$ cat src/rtl/jericalla_sequencer.sv
// Jericalla sequencer: issues a loadable program of 17-bit words to the
// ROM->ALU->RAM datapath over valid/ready and captures its DS/zf response.
module jericalla_sequencer #(
    parameter int AW = 4,
    parameter int IW = 17,
    parameter int DW = 32
) (
    input  logic          clk,
    input  logic          rst_n,
    input  logic          prog_we,
    input  logic [AW-1:0] prog_addr,
    input  logic [IW-1:0] prog_data,
    input  logic [AW:0]   prog_len,
    input  logic          start,
    input  logic          halt_on_zero,
    output logic [IW-1:0] instr,
    output logic          instr_valid,
    input  logic          instr_ready,
    input  logic [DW-1:0] ds_in,
    input  logic          zf_in,
    output logic [DW-1:0] result,
    output logic          result_zf,
    output logic          result_valid,
    output logic [AW-1:0] pc,
    output logic [AW:0]   exec_count,
    output logic          busy,
    output logic          done
);

    typedef enum logic [1:0] {
        IDLE,
        ISSUE,
        CAPTURE,
        DONE
    } state_t;

    localparam logic [AW:0] MAX_CNT = (AW+1)'(2**AW);

    state_t state, state_nxt;

    logic [IW-1:0] mem [2**AW];
    logic [AW:0]   len_q;
    logic          halt_q;
    logic          hs;
    logic          last;
    logic [AW-1:0] pc_nxt;
    logic [IW-1:0] first_word;

    assign instr_valid = (state == ISSUE);
    assign busy        = (state == ISSUE) || (state == CAPTURE);
    assign done        = (state == DONE);

    assign hs     = instr_valid && instr_ready;
    assign pc_nxt = pc + 1'b1;
    assign last   = ({1'b0, pc} == len_q - 1'b1) || (halt_q && zf_in);

    // A write to word 0 in the start cycle must be seen by the run.
    assign first_word = (prog_we && prog_addr == '0) ? prog_data : mem[0];

    // Program storage survives reset.
    always_ff @(posedge clk) begin
        if (state == IDLE && prog_we)
            mem[prog_addr] <= prog_data;
    end

    always_ff @(posedge clk or negedge rst_n) begin
        if (!rst_n)
            state <= IDLE;
        else
            state <= state_nxt;
    end

    always_comb begin
        state_nxt = state;
        unique case (state)
            IDLE: begin
                if (start)
                    state_nxt = (prog_len == '0) ? DONE : ISSUE;
            end
            ISSUE: begin
                if (instr_ready)
                    state_nxt = CAPTURE;
            end
            CAPTURE: state_nxt = last ? DONE : ISSUE;
            DONE:    state_nxt = IDLE;
            default: state_nxt = IDLE;
        endcase
    end

    always_ff @(posedge clk or negedge rst_n) begin
        if (!rst_n) begin
            instr        <= '0;
            result       <= '0;
            result_zf    <= 1'b0;
            result_valid <= 1'b0;
            pc           <= '0;
            exec_count   <= '0;
            len_q        <= '0;
            halt_q       <= 1'b0;
        end else begin
            result_valid <= 1'b0;
            unique case (state)
                IDLE: begin
                    if (start) begin
                        exec_count <= '0;
                        if (prog_len != '0) begin
                            pc     <= '0;
                            instr  <= first_word;
                            len_q  <= prog_len;
                            halt_q <= halt_on_zero;
                        end
                    end
                end
                ISSUE: begin
                    if (hs && exec_count != MAX_CNT)
                        exec_count <= exec_count + 1'b1;
                end
                CAPTURE: begin
                    result       <= ds_in;
                    result_zf    <= zf_in;
                    result_valid <= 1'b1;
                    if (!last) begin
                        pc    <= pc_nxt;
                        instr <= mem[pc_nxt];
                    end
                end
                DONE: begin
                end
                default: begin
                end
            endcase
        end
    end

endmodule

$ cat config.mk
export PLATFORM = sky130hd
export DESIGN_NAME = jericalla_sequencer
export DESIGN_NICKNAME = d
export VERILOG_FILES = /design/src/rtl/jericalla_sequencer.sv
export SDC_FILE = /design/constraint.sdc
export NUM_CORES = 1
export LEC_CHECK = 0
export CORE_MARGIN = 3
export CORE_UTILIZATION = 57
export CTS_CLUSTER_DIAMETER = 120
export DETAILED_ROUTE_END_ITERATION = 6
export HOLD_SLACK_MARGIN = 0.08
export PLACE_DENSITY = 0.76
export REMOVE_ABC_BUFFERS = 1
export SETUP_SLACK_MARGIN = 0.4
export SLEW_MARGIN = 20
export SYNTH_ARGS = -nofsm -noshare
export SYNTH_HDL_FRONTEND = slang
export SYNTH_SLANG_ARGS = --single-unit
$ cat constraint.sdc
create_clock -name clk -period 3.8 [get_ports clk]
set_input_delay 0.76 -clock clk [delete_from_list [all_inputs] [get_ports clk]]
set_output_delay 0.76 -clock clk [all_outputs]
set_load 0.01 [all_outputs]
==> out/results.ini, run 1 <==
[status]
status=complete, no violations

[yosys]
synth_edf_count=272
synth-compound-area-share_pct=5.17
yosys-mux-area-fraction_pct=12.3
synth-xor-area-share_pct=0.817
async_flop_share_pct=20.0
ys_ff_latch=340
ys.flop_type=edfxtp_1
synth_area_per_cell_sq_um=15.9
yosys.area_share.adder_pct=0.817
yosysWarnings=0
synth_top_family_by_area=multiplexers
yosysUniqueCellTypes=46
yosys.area_share.simple_pct=7.30
syn_inst=868
netlist_area_sq_mm=0.0138
yosysSeqAreaShare_pct=71.6

[sta]
min_period_over_period_pct=79.8
tightest_slew_ns=1.06
layout_min_cycle_time_ns=3.03
finalSetupViolCount=0
skew_ns=0.0191
fin_tns_setup_ns=0
rsz0062_at_grt=false
relSlewSlack_pct=29.3
slew_viol_final=0
max_freq_mhz=330
finalHoldViolCount=0

[critical_path]
crit_slowest_cell=clkdlybuf4s50_1
path_class=register to output pin
worstSetupEndpointType=output pin
slowest_delay_ns=0.68
path_max_fanout=37
cp_num_buf_inv=2
required_ns=3.04
crit_chain=buf_4, clkdlybuf4s50_1
crit_family=buffers and inverters
arrival_ns=2.27
startpoint_type=register

[final_layout]
final_nets=1091
n_fill_cell=1535
final_util_pct=71.1
stdcell_count=1363
drive_above_1_share_pct=18.2
area_growth_syn_to_layout_pct=21.8
ff_latch_area_sq_mm=0.00987
multiInputGateArea_sq_mm=0.00375

[detailed_routing]
drtIter0Drc=851
ant_nets=0
drt_first_pass_iters=5
drc=0
num_vias=8335
routed_wl_microns=32900
wl_per_cell_microns=24.2
via_per_inst=6.12

[run]
maxCapViolations=0

[die]
start_util_pct=58.4
die_y_microns=161
design.core.area_sq_mm=0.0236
die_w_microns=161
num_io_pins=128
rows=56
die_area_sq_mm=0.0261

[placement]
place_inst=1299
gp_congestion=0.822
place_hpwl_microns=18900
portBuffers=127

[global_route]
grt_pass1_vias=8452
grt_overflow_total=0
grtUsageTotal_pct=25.4
grt_pass1_wl_microns=50100
grt_max_degree=87
antenna_found_initial=1

[clock_tree]
cts_tree=done
clock_path_buffers=3
cts-resized-gates=0
clk_pin_slew_ns=0.06
clk_latency_ns=0.52
postCtsHoldBufs=0
root_buffer=clkbuf_16
post-cts-setup-buffer-count=0
cts-htree-levels=2
cts_buffers=35
cts.sinks=340

[power]
power_density_mw_per_mm2=675
peakVddDrop_mv=0.452
leakagePower_uw=0.00578

[hold_path]
hold_path.class=input port to async pin

## state kept, by name (all words and copies together) (netlist names)
| register | cells |
|---|---|
| pc | 4 |
| mem | 272 |
| result | 32 |
| exec_count | 5 |
| instr | 17 |
| result_zf | 1 |
| halt_q | 1 |
| state | 2 |
| result_valid | 1 |
| len_q | 5 |
## placed cells by master, fill, tap and decap left out, drive strengths merged, types with 2 or more instances in the layout
cell type,instances
inv,9
buf,38
clkdlybuf4s50,126
nor4,4
a221oi,16
clkinv,10
mux2,39
mux2i,49
nand2,115
o211ai,18
nand4,2
xor2,5
bufinv,3
dfrtp,68
nor2b,2
nor2,13
o31ai,4
nor3b,3
o21ai,26
nor3,8
a21oi,18
xnor2,7
mux4,34
or3,18
ha,9
clkinvlp,3
edfxtp,272
nand3,41
nand2b,3
a31oi,17
nand4b,3
clkbuf,47
## worst register-to-register path: stages, from the launching register on
cell and delay (ns):
dfrtp_1 0.40, inv_1 0.13, ha_2 0.43, nand3_1 0.19, a311oi_4 0.28, buf_4 0.33, or3b_1 0.75, o211ai_1 0.25
## cell families (layout without fill, tap and decap cells)
family,after synthesis,after routing
flops,340,340
compound gates,106,106
mux,122,122
other cells,0,1
buf+inv,61,236
fa+ha+maj,9,9
simple gates,218,218
xor+xnor,12,12
## synthesized netlist by cell type, drive strengths merged (2+ instances only)
cell	instances	area [sq um]
mux2	39	439
mux2i	49	490
nand4	2	12.5
buf	23	128
nor4	4	25.0
nand2	115	432
nand4b	3	26.3
o21ai	26	130
nor3b	3	22.5
or3	18	113
mux4	34	766
o211ai	18	149
nand3	41	205
inv	9	33.8
nand2b	3	18.8
ha	9	113
edfxtp	272	8170
a31oi	17	106
xnor2	7	61.3
o31ai	4	30.0
xor2	5	51.3
clkbuf	29	109
a21oi	18	90.1
nor2b	2	12.5
nor3	8	40.0
dfrtp	68	1700
nor2	13	48.8
a221oi	16	140
## per-stage QoR
stage               hold WS (ns)  setup slack [ns]  power, uW  cell area (sq um)
finish                     0.358             0.767      11300              16800
global route               0.422             0.608      11800              16800
CTS                        0.388             0.716      11400              16800
global placement           0.488             0.643       7860              15600
detailed placement         0.495             0.554       7940              15600
floorplan                  0.464             -1.56       6520              13500
## worst paths after layout
path | startpoint | end | slack [ns] | cells after the start
max in group asynchronous | rst_n | pc[0] | 2.81 | 1
min reg2reg | result[23] | result[23] | 0.50 | 1
max | pc[0] | pc[0] | 0.77 | 2
min in group clk | result[23] | result[23] | 0.50 | 1
max reg2reg | state[0] | instr[8] | 0.88 | 7
min | rst_n | exec_count[4] | 0.36 | 1
## cell type report
cell class                 instances  share of cell area, %
antenna                            1                 0.0149
tap                              319                   2.38
clock inverter                    16                  0.992
timing repair buffer             164                   9.29
clock buffer                      47                   5.98
sequential                       340                   58.8
multi-input combinational        467                   22.3
inverter                           9                  0.201
## power breakdown
group	leakage, uW	switching, uW	internal [uW]
registers	0.00328	263	4420
clock network	0.000567	1380	2070
logic	0.00194	1610	1590
## layer usage
| layer | part of all wire, % | vias up | routed length (microns) | track usage, % |
|---|---|---|---|---|
| li1 | - | 3650 | - | - |
| met3 | 9.5 | 77 | 3140 | 5.39 |
| met1 | 40 | 4149 | 13000 | 35.4 |
| met5 | 0 | - | 0 | 0 |
| met4 | 3.2 | 0 | 1050 | 9.39 |
| met2 | 48 | 459 | 15700 | 40.1 |
No activity file was read; power rests on OpenSTA's default activity.
==> run 2: changes to the inputs <==
--- a/config.mk
+++ b/config.mk
@@ -6,11 +6,11 @@
 export NUM_CORES = 1
 export LEC_CHECK = 0
 export CORE_MARGIN = 3
-export CORE_UTILIZATION = 57
+export CORE_UTILIZATION = 52
 export CTS_CLUSTER_DIAMETER = 120
 export DETAILED_ROUTE_END_ITERATION = 6
 export HOLD_SLACK_MARGIN = 0.08
-export PLACE_DENSITY = 0.76
+export PLACE_DENSITY = 0.73
 export REMOVE_ABC_BUFFERS = 1
 export SETUP_SLACK_MARGIN = 0.4
 export SLEW_MARGIN = 20
==> constraint.sdc (replaced) <==
create_clock -name clk -period 2.4 [get_ports clk]
set_input_delay 0.48 -clock clk [delete_from_list [all_inputs] [get_ports clk]]
set_output_delay 0.48 -clock clk [all_outputs]
set_load 0.01 [all_outputs]
==> out/results.ini, run 2 (synthesis gave the netlist of run 1 again) <==
[status]
status=complete, no violations

[global_route]
grt_pass1_wl_microns=55200
grt_pass1_vias=8954
grt_max_degree=69
grtUsageTotal_pct=26.1
gr-max-usage-layer=met2
grt_use_met1_pct=35.5
grt_use_met2_pct=42.0
grt_use_met3_pct=5.11
antenna_found_initial=0
grt_overflow_total=0

[final_layout]
final_cell_mix=edfxtp_1 (272), nand2_1 (115), clkdlybuf4s50_1 (111)
ff_latch_area_sq_mm=0.00987
largest_reg_flops=272
reg_top3=mem: 272 flops, result: 32 flops, instr: 17 flops
multiInputGateArea_sq_mm=0.00398
final_nets=1167
drive_above_1_share_pct=27.2
largest-register=mem
layout_commonest_cell=edfxtp_1
area_growth_syn_to_layout_pct=32.4
final_util_pct=71.2
n_fill_cell=1593
diodes=0

[sta]
finalSetupViolCount=0
skew_ns=0.0335
fin_tns_setup_ns=0
tightest_slew_ns=0.915
finalHoldViolCount=0
layout_min_cycle_time_ns=2.14
timing.hold.ws_ns=0.0616
min_period_over_period_pct=89.2
max_freq_mhz=467
rsz0062_at_grt=true
relSlewSlack_pct=39.0
slew_viol_final=0

[critical_path]
reg2regPathDepth=8
required_ns=2.83
startpoint_type=register
cp_num_buf_inv=3
arrival_ns=2.58
path_max_fanout=8
crit_slowest_cell=or3b_4
worstSetupEndpointType=register
crit_cells=8
crit_chain=buf_4, buf_16, xor2_1, nand3_1, a311oi_4, or3b_4, clkbuf_16, o211ai_1
slowest_delay_ns=0.49
path_class=register to register
crit_family=simple AND/OR/NAND/NOR gates

[clock_tree]
cts-htree-levels=2
cts_buffers=36
postCtsHoldBufs=0
root_buffer=clkbuf_16
clk_pin_slew_ns=0.07
cts.sinks=340
clk_latency_ns=0.55
clock_path_buffers=3
cts_tree=done

[run]
maxCapViolations=0

[detailed_routing]
drc=0
num_vias=8855
ant_nets=0
via_per_inst=6.10
wl_per_cell_microns=26.4
routed_wl_microns=38200
drt_first_pass_iters=5
drtIter0Drc=1028

[power]
peakVddDrop_mv=0.858
leakagePower_uw=0.00654
power_density_mw_per_mm2=1080

[placement]
portBuffers=127
place_hpwl_microns=20900
gp_congestion=0.828

[die]
start_util_pct=53.8
die_area_sq_mm=0.0285
num_io_pins=128
design.core.area_sq_mm=0.0256
die_y_microns=169
rows=58
die_w_microns=169

[hold_path]
hold_path.class=input port to async pin

-- run 2: cell types whose count changed in the layout (fill, tap and decap cells not counted), sizes merged, moves of 3 or more --
cell,previous run,this run
buf,38,111
dlymetal6s2s,0,8
clkdlybuf4s50,126,111
dlygate4sd2,0,4
bufinv,3,6
clkinv,10,13
-- run 2: worst register-to-register path: stages, from the launching register on --
cell and delay (ns):
dfrtp_2 0.43, buf_4 0.16, buf_16 0.14, xor2_1 0.17, nand3_1 0.13, a311oi_4 0.06
or3b_4 0.49, clkbuf_16 0.20, o211ai_1 0.28
-- run 2: cell type report --
type	count	share of cell area, %
multi-input combinational	467	21.8
clock inverter	24	1.69
sequential	340	54.1
clock buffer	42	5.06
timing repair buffer	239	14.8
inverter	9	0.199
tap	330	2.26
-- run 2: through the flow --
stage / setup WS (ns) / std cells / power (uW) / area [sq um]
floorplan: -2.96 / 816 / 10300 / 13500
global placement: -0.0390 / 1347 / 12800 / 16200
global route: 0.263 / 1451 / 20400 / 18200
finish: 0.258 / 1451 / 19700 / 18200
detailed placement: -0.0941 / 1347 / 12900 / 16200
CTS: 0.342 / 1434 / 19200 / 17900
-- run 2: what timing repair did --
item	CTS	global route
endpoints found under the setup margin	95	66
buffers inserted	12	14
pin swaps	18	23
gates resized for setup	46	44
gates cloned	9	3
hold endpoints to repair	0	0
-- run 2: per-layer routing --
| layer | vias to the layer above | routed length, microns |
|---|---|---|
| met4 | 0 | 1260 |
| met1 | 4407 | 14900 |
| li1 | 3821 | - |
| met2 | 541 | 18400 |
| met5 | - | 0 |
| met3 | 86 | 3710 |
-- run 2: final timing paths --
| path | slack (ns) | end | start |
|---|---|---|---|
| max | 0.26 | instr[11] | pc[0] |
| min | 0.06 | instr[11] | rst_n |
| max reg2reg | 0.26 | instr[11] | pc[0] |
| min reg2reg | 0.50 | result[4] | result[4] |
| max in group asynchronous | 1.65 | pc[0] | rst_n |
| min in group clk | 0.50 | result[4] | result[4] |
-- run 2: where the power goes --
part           total [uW]  switching (uW)  internal (uW)
combinational        6420            3070           3350
sequential           7430             428           7000
clock                5830            2380           3450
total               19700            5870          13800
==> run 3: changes to the inputs <==
--- a/config.mk
+++ b/config.mk
@@ -9,6 +9,7 @@
 export CORE_UTILIZATION = 52
 export CTS_CLUSTER_DIAMETER = 120
 export DETAILED_ROUTE_END_ITERATION = 6
+export GPL_ROUTABILITY_DRIVEN = 1
 export HOLD_SLACK_MARGIN = 0.08
 export PLACE_DENSITY = 0.73
 export REMOVE_ABC_BUFFERS = 1
==> results of run 3 <==
Final layout, timing and power as in run 2 (identical DEF).
